--- config.mk ---
export PLATFORM = sky130hd
export DESIGN_NAME = bn254_func_dispatcher_flat
export DESIGN_NICKNAME = d
export VERILOG_FILES = /design/src/rtl/bn254_func_dispatcher_if.sv /design/src/rtl/bn254_func_dispatcher.sv /design/src/flat_wrapper.sv
export SDC_FILE = /design/constraint.sdc
export NUM_CORES = 1
export LEC_CHECK = 0
export BUFFER_PORTS_ARGS = -buffer_cell sky130_fd_sc_hd__buf_2
export CAP_MARGIN = 40
export CORE_MARGIN = 10
export CORE_UTILIZATION = 25
export DETAILED_ROUTE_END_ITERATION = 8
export GPL_TIMING_DRIVEN = 0
export SYNTH_ARGS = -nofsm -noshare
export SYNTH_HDL_FRONTEND = slang
export SYNTH_SLANG_ARGS = --single-unit
--- constraint.sdc ---
create_clock -name clk -period 2.9 [get_ports clk]
set_input_delay 0.29 -clock clk [delete_from_list [all_inputs] [get_ports clk]]
set_output_delay 0.29 -clock clk [all_outputs]
set_load 0.02 [all_outputs]
--- src/rtl/bn254_func_dispatcher_if.sv ---
// Host/sequencer-facing signal bundle of the BN254 function dispatcher.
// The dispatcher uses the slave side; the host and sequencer use the master side.
interface bn254_func_dispatcher_if #(
  parameter int FUNC_W = 4,
  parameter int CNT_W  = 32
);
  logic              cmd_valid;
  logic              cmd_ready;
  logic [FUNC_W-1:0] cmd_func;
  logic              run;
  logic [FUNC_W-1:0] n_func;
  logic              seq_busy;
  logic              done;
  logic [FUNC_W-1:0] done_func;
  logic [CNT_W-1:0]  done_cycles;
  logic              err;
  logic              host_req;
  logic              host_grant;
  logic              idle;

  modport slave (
    input  cmd_valid, cmd_func, seq_busy, host_req,
    output cmd_ready, run, n_func, done, done_func, done_cycles, err, host_grant, idle
  );

  modport master (
    output cmd_valid, cmd_func, seq_busy, host_req,
    input  cmd_ready, run, n_func, done, done_func, done_cycles, err, host_grant, idle
  );
endinterface

--- src/rtl/bn254_func_dispatcher.sv ---
// Command front-end for the BN254 sequencer: queues function numbers, launches them
// one at a time, times each run and arbitrates the host register-file port.
module bn254_func_dispatcher #(
  parameter int DEPTH     = 4,
  parameter int FUNC_W    = 4,
  parameter int START_TMO = 8,
  parameter int CNT_W     = 32
) (
  input  logic                  clk,
  input  logic                  rstn,
  input  logic                  swrst,
  bn254_func_dispatcher_if.slave bus
);
  localparam int AW = $clog2(DEPTH);

  typedef enum logic [2:0] {S_IDLE, S_HOST, S_LAUNCH, S_WAIT_BUSY, S_RUN} state_t;

  state_t            r_state;
  state_t            w_state_next;
  logic [FUNC_W-1:0] r_mem [DEPTH];
  logic [AW:0]       r_wptr;
  logic [AW:0]       r_rptr;
  logic [CNT_W-1:0]  r_cnt;
  logic              r_fair;
  logic [FUNC_W-1:0] r_n_func;
  logic              r_done;
  logic [FUNC_W-1:0] r_done_func;
  logic [CNT_W-1:0]  r_done_cycles;
  logic              r_err;
  logic              w_empty;
  logic              w_full;
  logic              w_push;
  logic              w_pop;
  logic              w_timeout;
  logic              w_run;
  logic              w_grant;
  logic              w_idle;

  assign w_empty   = (r_wptr == r_rptr);
  assign w_full    = (r_wptr[AW] != r_rptr[AW]) && (r_wptr[AW-1:0] == r_rptr[AW-1:0]);
  assign w_push    = bus.cmd_valid && !w_full;
  assign w_pop     = (r_state == S_LAUNCH);
  assign w_timeout = (r_cnt >= CNT_W'(START_TMO));

  // FIFO storage carries no reset; a flush only moves the pointers.
  always_ff @(posedge clk) begin
    if (w_push) r_mem[r_wptr[AW-1:0]] <= bus.cmd_func;
  end

  always_ff @(posedge clk or negedge rstn) begin
    if (!rstn)      r_state <= S_IDLE;
    else if (swrst) r_state <= S_IDLE;
    else            r_state <= w_state_next;
  end

  always_comb begin
    w_state_next = r_state;
    unique case (r_state)
      S_IDLE: begin
        if (bus.host_req && (!r_fair || w_empty)) w_state_next = S_HOST;
        else if (!w_empty)                        w_state_next = S_LAUNCH;
      end
      S_HOST:      if (!bus.host_req) w_state_next = S_IDLE;
      S_LAUNCH:    w_state_next = S_WAIT_BUSY;
      S_WAIT_BUSY: begin
        if (bus.seq_busy)  w_state_next = S_RUN;
        else if (w_timeout) w_state_next = S_IDLE;
      end
      S_RUN:       if (!bus.seq_busy) w_state_next = S_IDLE;
      default:     w_state_next = S_IDLE;
    endcase
  end

  always_comb begin
    w_run   = (r_state == S_LAUNCH);
    w_grant = (r_state == S_HOST);
    w_idle  = (r_state == S_IDLE) && w_empty;
  end

  // n_func is loaded while IDLE picks a launch so it is already valid with run.
  always_ff @(posedge clk or negedge rstn) begin
    if (!rstn) begin
      r_wptr <= '0; r_rptr <= '0; r_cnt <= '0; r_fair <= 1'b0; r_n_func <= '0;
      r_done <= 1'b0; r_done_func <= '0; r_done_cycles <= '0; r_err <= 1'b0;
    end else if (swrst) begin
      r_wptr <= '0; r_rptr <= '0; r_cnt <= '0; r_fair <= 1'b0; r_n_func <= '0;
      r_done <= 1'b0; r_done_func <= '0; r_done_cycles <= '0; r_err <= 1'b0;
    end else begin
      r_done <= 1'b0;
      if (w_push) r_wptr <= r_wptr + 1'b1;
      if (w_pop)  r_rptr <= r_rptr + 1'b1;
      unique case (r_state)
        S_IDLE: if (w_state_next == S_LAUNCH) r_n_func <= r_mem[r_rptr[AW-1:0]];
        S_HOST: if (!bus.host_req) r_fair <= 1'b1;
        S_LAUNCH: begin
          r_cnt  <= CNT_W'(1);
          r_fair <= 1'b0;
        end
        S_WAIT_BUSY: begin
          r_cnt <= r_cnt + CNT_W'(1);
          if (!bus.seq_busy && w_timeout) begin
            r_err         <= 1'b1;
            r_done        <= 1'b1;
            r_done_func   <= r_n_func;
            r_done_cycles <= r_cnt;
          end
        end
        S_RUN: begin
          if (r_cnt != '1) r_cnt <= r_cnt + CNT_W'(1);
          if (!bus.seq_busy) begin
            r_done        <= 1'b1;
            r_done_func   <= r_n_func;
            r_done_cycles <= r_cnt;
          end
        end
        default: ;
      endcase
    end
  end

  assign bus.cmd_ready   = !w_full;
  assign bus.run         = w_run;
  assign bus.n_func      = r_n_func;
  assign bus.done        = r_done;
  assign bus.done_func   = r_done_func;
  assign bus.done_cycles = r_done_cycles;
  assign bus.err         = r_err;
  assign bus.host_grant  = w_grant;
  assign bus.idle        = w_idle;
endmodule

--- src/flat_wrapper.sv ---
// flat-port wrapper written by rule: the top's interface ports become plain ports
module bn254_func_dispatcher_flat 
#(
  parameter int DEPTH     = 4,
  parameter int FUNC_W    = 4,
  parameter int START_TMO = 8,
  parameter int CNT_W     = 32
)
  (clk, rstn, swrst, bus_cmd_valid, bus_cmd_func, bus_seq_busy, bus_host_req, bus_cmd_ready, bus_run, bus_n_func, bus_done, bus_done_func, bus_done_cycles, bus_err, bus_host_grant, bus_idle);
  bn254_func_dispatcher_if #(.FUNC_W(FUNC_W), .CNT_W(CNT_W)) bus_i ();
  input  logic clk;
  input  logic rstn;
  input  logic swrst;
  input wire logic [$bits(bus_i.cmd_valid)-1:0] bus_cmd_valid;
  input wire logic [$bits(bus_i.cmd_func)-1:0] bus_cmd_func;
  input wire logic [$bits(bus_i.seq_busy)-1:0] bus_seq_busy;
  input wire logic [$bits(bus_i.host_req)-1:0] bus_host_req;
  output wire logic [$bits(bus_i.cmd_ready)-1:0] bus_cmd_ready;
  output wire logic [$bits(bus_i.run)-1:0] bus_run;
  output wire logic [$bits(bus_i.n_func)-1:0] bus_n_func;
  output wire logic [$bits(bus_i.done)-1:0] bus_done;
  output wire logic [$bits(bus_i.done_func)-1:0] bus_done_func;
  output wire logic [$bits(bus_i.done_cycles)-1:0] bus_done_cycles;
  output wire logic [$bits(bus_i.err)-1:0] bus_err;
  output wire logic [$bits(bus_i.host_grant)-1:0] bus_host_grant;
  output wire logic [$bits(bus_i.idle)-1:0] bus_idle;
  assign bus_i.cmd_valid = bus_cmd_valid;
  assign bus_i.cmd_func = bus_cmd_func;
  assign bus_i.seq_busy = bus_seq_busy;
  assign bus_i.host_req = bus_host_req;
  assign bus_cmd_ready = bus_i.cmd_ready;
  assign bus_run = bus_i.run;
  assign bus_n_func = bus_i.n_func;
  assign bus_done = bus_i.done;
  assign bus_done_func = bus_i.done_func;
  assign bus_done_cycles = bus_i.done_cycles;
  assign bus_err = bus_i.err;
  assign bus_host_grant = bus_i.host_grant;
  assign bus_idle = bus_i.idle;
  bn254_func_dispatcher #(.DEPTH(DEPTH), .FUNC_W(FUNC_W), .START_TMO(START_TMO), .CNT_W(CNT_W)) u_core (.clk(clk), .rstn(rstn), .swrst(swrst), .bus(bus_i));
endmodule
==> results of run 1 <==
[metrics by stage]
step | util (%) | power [W] | cell area (um2) | cells | setup WS [ns]
after global routing | 30.6 | 0.00336 | 5750 | 731 | 0.0118
after floorplan | - | 0.00178 | 4790 | 422 | 0.662
after detailed placement | 28.8 | 0.00193 | 5400 | 714 | 0.178
final | 30.6 | 0.00323 | 5750 | 732 | 0.171
after CTS | 30.6 | 0.00326 | 5740 | 731 | 0.131
after global placement | 28.6 | 0.00191 | 5360 | 711 | 0.220
[report_power, final]
group | switching [W] | internal, W | total [W] | leakage, nW
Combinational | 0.000264 | 0.000133 | 0.000397 | 1.02
Sequential | 0.0000422 | 0.00147 | 0.00151 | 1.31
Clock | 0.000558 | 0.000762 | 0.00132 | 0.154
Total | 0.000865 | 0.00236 | 0.00323 | 2.49
[layer usage]
metal  global-route usage (%)  up-vias  wire length (um)
li1                         -     1761                 -
met2                     17.8      120              6540
met4                     3.97        0               225
met3                     3.53       20               926
met5                        0        -                 0
met1                     13.5     1935              5730
[sequential cells by signal, indices dropped and copies added (netlist names)]
| signal | flops |
|---|---|
| u_core.bus.done | 1 |
| u_core.bus.done_cycles | 32 |
| u_core.bus.done_func | 4 |
| u_core.bus.err | 1 |
| u_core.bus.n_func | 4 |
| u_core.r_cnt | 32 |
| u_core.r_fair | 1 |
| u_core.r_mem | 16 |
| u_core.r_rptr | 3 |
| u_core.r_state | 3 |
| u_core.r_wptr | 3 |
[path summary, 6_finish.rpt]
| kind | startpoint | end | slack (ns) |
|---|---|---|---|
| worst max-delay path | u_core.r_cnt[0] | u_core.r_cnt[1] | 0.17 |
| max in group asynchronous | rstn | u_core.r_cnt[24] | 1.86 |
| worst min register to register | u_core.bus.done_cycles[6] | u_core.bus.done_cycles[6] | 0.50 |
| worst max register to register | u_core.r_cnt[0] | u_core.r_cnt[1] | 0.17 |
| min in group asynchronous | rstn | u_core.bus.done_cycles[5] | 0.42 |
| worst min-delay path | bus_cmd_func[0] | u_core.r_mem[2][0] | 0.15 |
[cells in the mapped netlist (2+ instances only)]
cell	count	area [um2]
a21oi_1	22	110
a21oi_2	3	26.3
a22o_1	37	324
a31oi_1	7	43.8
and2_1	7	43.8
and3_1	2	12.5
and4_1	2	17.5
buf_2	4	20.0
buf_6	5	56.3
clkbuf_1	13	48.8
dfrtp_1	84	2100
edfxtp_1	16	480
ha_1	7	87.6
inv_1	13	48.8
mux2i_1	5	50.1
mux4_2	4	90.1
nand2_1	15	56.3
nand3_1	22	110
nand3b_1	3	22.5
nand4_1	14	87.6
nor2_1	27	101
nor3_1	4	20.0
nor3_2	2	20.0
nor4_1	10	62.6
nor4_2	2	25.0
o2111ai_1	3	26.3
o211ai_1	2	15.0
o21a_1	3	22.5
o21ai_0	13	65.1
o21ai_2	4	35.0
o31a_1	2	17.5
o31ai_1	16	120
or2_2	3	18.8
or3_1	8	50.1
or4_1	3	22.5
or4_2	11	96.3
xnor2_1	5	43.8
xor2_1	2	17.5
[cells by family after synthesis]
family,synth area share [%]
AOI/OAI and AO/OA,18.0
muxes,2.92
adders and majority gates,1.83
xor gates and xnor gates,1.28
and+or+nand+nor,17.9
DFF,53.9
buffers and inverters,4.20
[placed cells by master (no fill, tap or decap), drive strengths merged, types with 2 or more instances in the layout]
cell type and count:
nand3 23, o21a 3, inv 15, buf 69
and4 2, ha 7, xnor2 5, or3 8
nor3 6, nor4 12, nand3b 3, o211ai 2
or2 3, mux4 4, nand2 15, o2111ai 3
xor2 2, or4 15, a21oi 25, edfxtp 16
dfrtp 84, bufinv 2, o31a 2, and2 7
o21ai 18, nor2 28, a22o 37, a31oi 7
and3 2, nand4 14, clkbuf 22, clkinvlp 2
o31ai 16, mux2i 5
[layout make-up]
| cell class | instances | area share (%) |
|---|---|---|
| Sequential cell | 100 | 44.9 |
| Multi-Input combinational cell | 285 | 35.1 |
| Timing Repair Buffer | 59 | 5.70 |
| Tap cell | 234 | 5.09 |
| Clock buffer | 9 | 3.92 |
| Buffer | 24 | 2.68 |
| Clock inverter | 7 | 1.72 |
| Inverter | 13 | 0.849 |
| Antenna cell | 1 | 0.0435 |
[worst register-to-register path: stages (launching register included)]
cell and delay [ns]:
dfrtp_1 0.50, ha_1 0.26, nand3_1 0.16, or4_4 0.54
nor4b_4 0.52, buf_6 0.22, buf_6 0.18, nand3b_1 0.14
o21ai_1 0.08
[what timing repair did]
| item | in CTS | in global routing |
|---|---|---|
| endpoints found under the setup margin | 0 | 12 |
| endpoints found under the hold margin | 34 | 0 |
| hold buffers | 1 | 0 |
| resized for setup | 0 | 3 |
==> impl_metrics.json, run 1 <==
{
  "run_status": "finished clean",
  "wl_per_cell_um": 18.3,
  "cts-htree-levels": 3,
  "cp-end-kind": "register",
  "cp_data_required_time_ns": 3.14,
  "worst-path-max-fanout": 10,
  "setup_viol": 0,
  "syn_inst": 422,
  "p_leak_nw": 2.49,
  "ys_types": 55,
  "synth_fp_nets": 439,
  "rows": 50,
  "start_util_pct": 25.5,
  "hold_ws_ns": 0.149,
  "cts_num_sinks": 100,
  "io_pins": 56,
  "peakVddDrop_uv": 339,
  "arrival_ns": 2.97,
  "synth_edf_count": 16,
  "num_vias": 3836,
  "portBuffers": 55,
  "detail_route.first_pass.iterations": 5,
  "whs_path_depth": 1,
  "overflow": 0,
  "r2r_cells": 8,
  "clockBufferDepth": 2,
  "grt_pass1_vias": 3923,
  "max_stage_delay_ns": 0.54,
  "syn_to_final_growth_pct": 19.9,
  "synth_seq_cells": 100,
  "antenna_found_initial": 1,
  "ff_latch_area_um2": 2580,
  "cts_tree": "built",
  "cp_slowest_cell": "or4_4",
  "drc_errors": 0,
  "rsz0062_at_grt": "no",
  "relSlewSlack_pct": 56.2,
  "clockRootBuffer": "clkbuf_16",
  "die_w_um": 158,
  "grt_max_degree": 51,
  "synth_flop_cell": "dfrtp_1",
  "grt_pass1_wl_um": 21800,
  "final_nets": 509,
  "maxCapViolCount": 0,
  "grt_use_total_pct": 11.0,
  "crit_path_frequent_cell": "buf_6",
  "vias_per_cell": 5.24,
  "cts.clk_slew.worst_paths_ns": 0.07,
  "fillers": 1924,
  "critical_path_class": "reg2reg",
  "tightest_slew_ns": 0.656,
  "hold_class": "in2reg",
  "crit_path_cell_trace": "ha_1 > nand3_1 > or4_4 > nor4b_4 > buf_6 > buf_6 > nand3b_1 > o21ai_1",
  "path_delay_family": "simple AND/OR/NAND/NOR gates",
  "slew_viol_final": 0,
  "synth.avg_cell_area_um2": 11.4,
  "die_y_um": 158,
  "fmax_mhz": 366,
  "path_buf_inv": 2,
  "multiInputGateArea_um2": 2020,
  "fin_setup_tns_ns": 0,
  "crit_path_start_kind": "register",
  "postCtsSetupRepairBufs": 0,
  "finalCritPeriodShare_pct": 94.1,
  "die-area_um2": 25100,
  "wirelength_um": 13400,
  "yosysSeqAreaShare_pct": 53.9,
  "cts_buffers": 9,
  "syn-cell-area_um2": 4790,
  "ys_warn_count": 0,
  "hold_viol": 0,
  "finalWeightedCongestion": 0.867,
  "cp.depth": 8,
  "hpwl_um": 9740,
  "coreArea_um2": 18800,
  "ant_nets": 0,
  "layout_min_cycle_time_ns": 2.73,
  "insertion_delay_ns": 0.36,
  "async_flop_share_pct": 84.0,
  "finClkSkew_ns": 0.0104,
  "powerDensity_nw_per_um2": 561,
  "drive_above_1_share_pct": 24.3,
  "drt_iter0_markers": 364
}
Note: power is estimated with default switching activity, not from simulation.
==> run 2, diff against run 1 <==
Settings changed: PLACE_DENSITY_LB_ADDON set to 0.25.
==> run 2 against run 1 <==
  * Clock skew is 0.00068 ns higher
  * First-iteration DRC count is 31% lower
  * Utilization fell by 0.073 points
  * Critical path depth down 1
  * Clock power shrank 5%
  * Largest power group unchanged
  * Sequential power about the same
  * Design area fell by 0.24%
  * Via count down 2.0%
  * Hold slack barely moved
  * Total power decreased by 2.1%
==> impl_metrics.json, run 2 (same netlist as run 1, synthesis figures left out) <==
{
  "worst-path-max-fanout": 10,
  "postLayoutCoreUtil_pct": 30.6,
  "fin_setup_tns_ns": 0,
  "max_stage_delay_ns": 0.47,
  "relSlewSlack_pct": 46.0,
  "grt_pass1_vias": 3778,
  "maxCapViolCount": 0,
  "portBuffers": 55,
  "syn_to_final_growth_pct": 19.6,
  "die_w_um": 158,
  "die-area_um2": 25100,
  "wl_per_cell_um": 18.4,
  "drc_errors": 0,
  "path_delay_family": "buffers and inverters",
  "grt_use_total_pct": 11.1,
  "slew_viol_final": 0,
  "cp_data_required_time_ns": 3.19,
  "wirelength_um": 13500,
  "min-delay-start": "bus_cmd_func[3]",
  "ant_nets": 0,
  "finalWeightedCongestion": 0.827,
  "cp.depth": 7,
  "overflow": 0,
  "crit_path_start_kind": "register",
  "fmax_mhz": 385,
  "finalCritPeriodShare_pct": 89.6,
  "cp_slowest_cell": "dfrtp_1",
  "cp-end-kind": "register",
  "fin_cells": 732,
  "p_leak_nw": 2.48,
  "cts_buffers": 9,
  "pre_cts_ws_ns": 0.111,
  "final_nets": 510,
  "whs_path_depth": 1,
  "cts.clk_slew.worst_paths_ns": 0.07,
  "grt_max_degree": 44,
  "critical_path_class": "reg2reg",
  "drt_iter0_markers": 252,
  "tightest_slew_ns": 0.806,
  "coreArea_um2": 18800,
  "crit_path_cell_trace": "nor4_1 > nand4_1 > o21ai_0 > a22o_1 > clkbuf_1 > clkbuf_2 > a22o_1",
  "hold_class": "in2reg",
  "clockBufferDepth": 2,
  "fillers": 1917,
  "final_common_cell": "dfrtp_1",
  "arrival_ns": 2.89,
  "crit_path_frequent_cell": "a22o_1",
  "io_pins": 56,
  "powerDensity_nw_per_um2": 550,
  "r2r_cells": 7,
  "cts_num_sinks": 100,
  "startpoint": "u_core.r_cnt[27]",
  "hold_viol": 0,
  "num_vias": 3760,
  "setup_viol": 0,
  "grt_pass1_wl_um": 21500,
  "vias_per_cell": 5.14,
  "detail_route.first_pass.iterations": 4,
  "cts_tree": "built",
  "antenna_found_initial": 1,
  "n_antenna_cell": 0,
  "finClkSkew_ns": 0.0111,
  "die_y_um": 158,
  "cts-htree-levels": 3,
  "run_status": "finished clean",
  "hpwl_um": 9910,
  "final_cell_mix": "dfrtp_1, buf_2, a22o_1",
  "worst_slack_ns": 0.301,
  "rsz0062_at_grt": "no",
  "start_util_pct": 25.5,
  "clockRootBuffer": "clkbuf_16",
  "peakVddDrop_uv": 291,
  "hold_ws_ns": 0.148,
  "insertion_delay_ns": 0.36,
  "drive_above_1_share_pct": 24.9,
  "layout_min_cycle_time_ns": 2.60,
  "place_inst": 714,
  "path_buf_inv": 2,
  "r2r_start": "u_core.r_cnt[27]",
  "rows": 50
}
[run 2: cell count changes in the layout (fill, tap and decap cells not counted), sizes merged]
cell,previous run,this run
diode,1,0
clkinvlp,2,1
buf,69,70
clkinv,1,2
inv,15,16
bufinv,2,1
[run 2: repair_timing]
action                                 in CTS  in global routing
setup endpoints to repair                   0                 31
buffers inserted                            0                  1
resized for setup                           0                  6
hold buffers                                1                  0
endpoints found under the hold margin      42                  0
[run 2: power by group]
| group | internal, W | switching [W] | total [W] |
|---|---|---|---|
| registers | 0.00147 | 0.0000407 | 0.00151 |
| clock network | 0.000682 | 0.000571 | 0.00125 |
| logic | 0.000133 | 0.000264 | 0.000398 |
[run 2: cell type report]
class | instances | area (um2) | share of cell area [%]
inverters | 13 | 48.8 | 0.851
plain buffers | 24 | 156 | 2.73
clock inverters | 7 | 81.3 | 1.42
multi-input cells | 285 | 2010 | 35.0
flip-flops and latches | 100 | 2580 | 45.0
repair buffers | 60 | 338 | 5.89
well taps | 234 | 293 | 5.11
clock buffers | 9 | 225 | 3.93
[run 2: metrics by stage]
step	cell area, um2	total power (W)
2_1_floorplan	4790	0.00178
3_3_place_gp	5360	0.00192
3_5_place_dp	5410	0.00194
5_1_grt	5730	0.00330
4_1_cts	5720	0.00320
6_report	5730	0.00316
[run 2: path summary, 6_finish.rpt]
kind	slack [ns]	end
hold / removal	0.15	u_core.r_mem[3][3]
setup / recovery	0.30	u_core.bus.done_cycles[0]
min in group asynchronous	0.47	u_core.bus.done_cycles[23]
max in group asynchronous	1.82	u_core.r_cnt[2]
setup reg to reg	0.30	u_core.bus.done_cycles[0]
hold reg to reg	0.50	u_core.bus.done_cycles[18]
[run 2: layer usage]
| layer | part of all wire, % | track usage [%] |
|---|---|---|
| met1 | 44 | 13.6 |
| met2 | 47 | 17.5 |
| met3 | 6.5 | 3.97 |
| met4 | 2.0 | 3.79 |
| met5 | 0 | 0 |
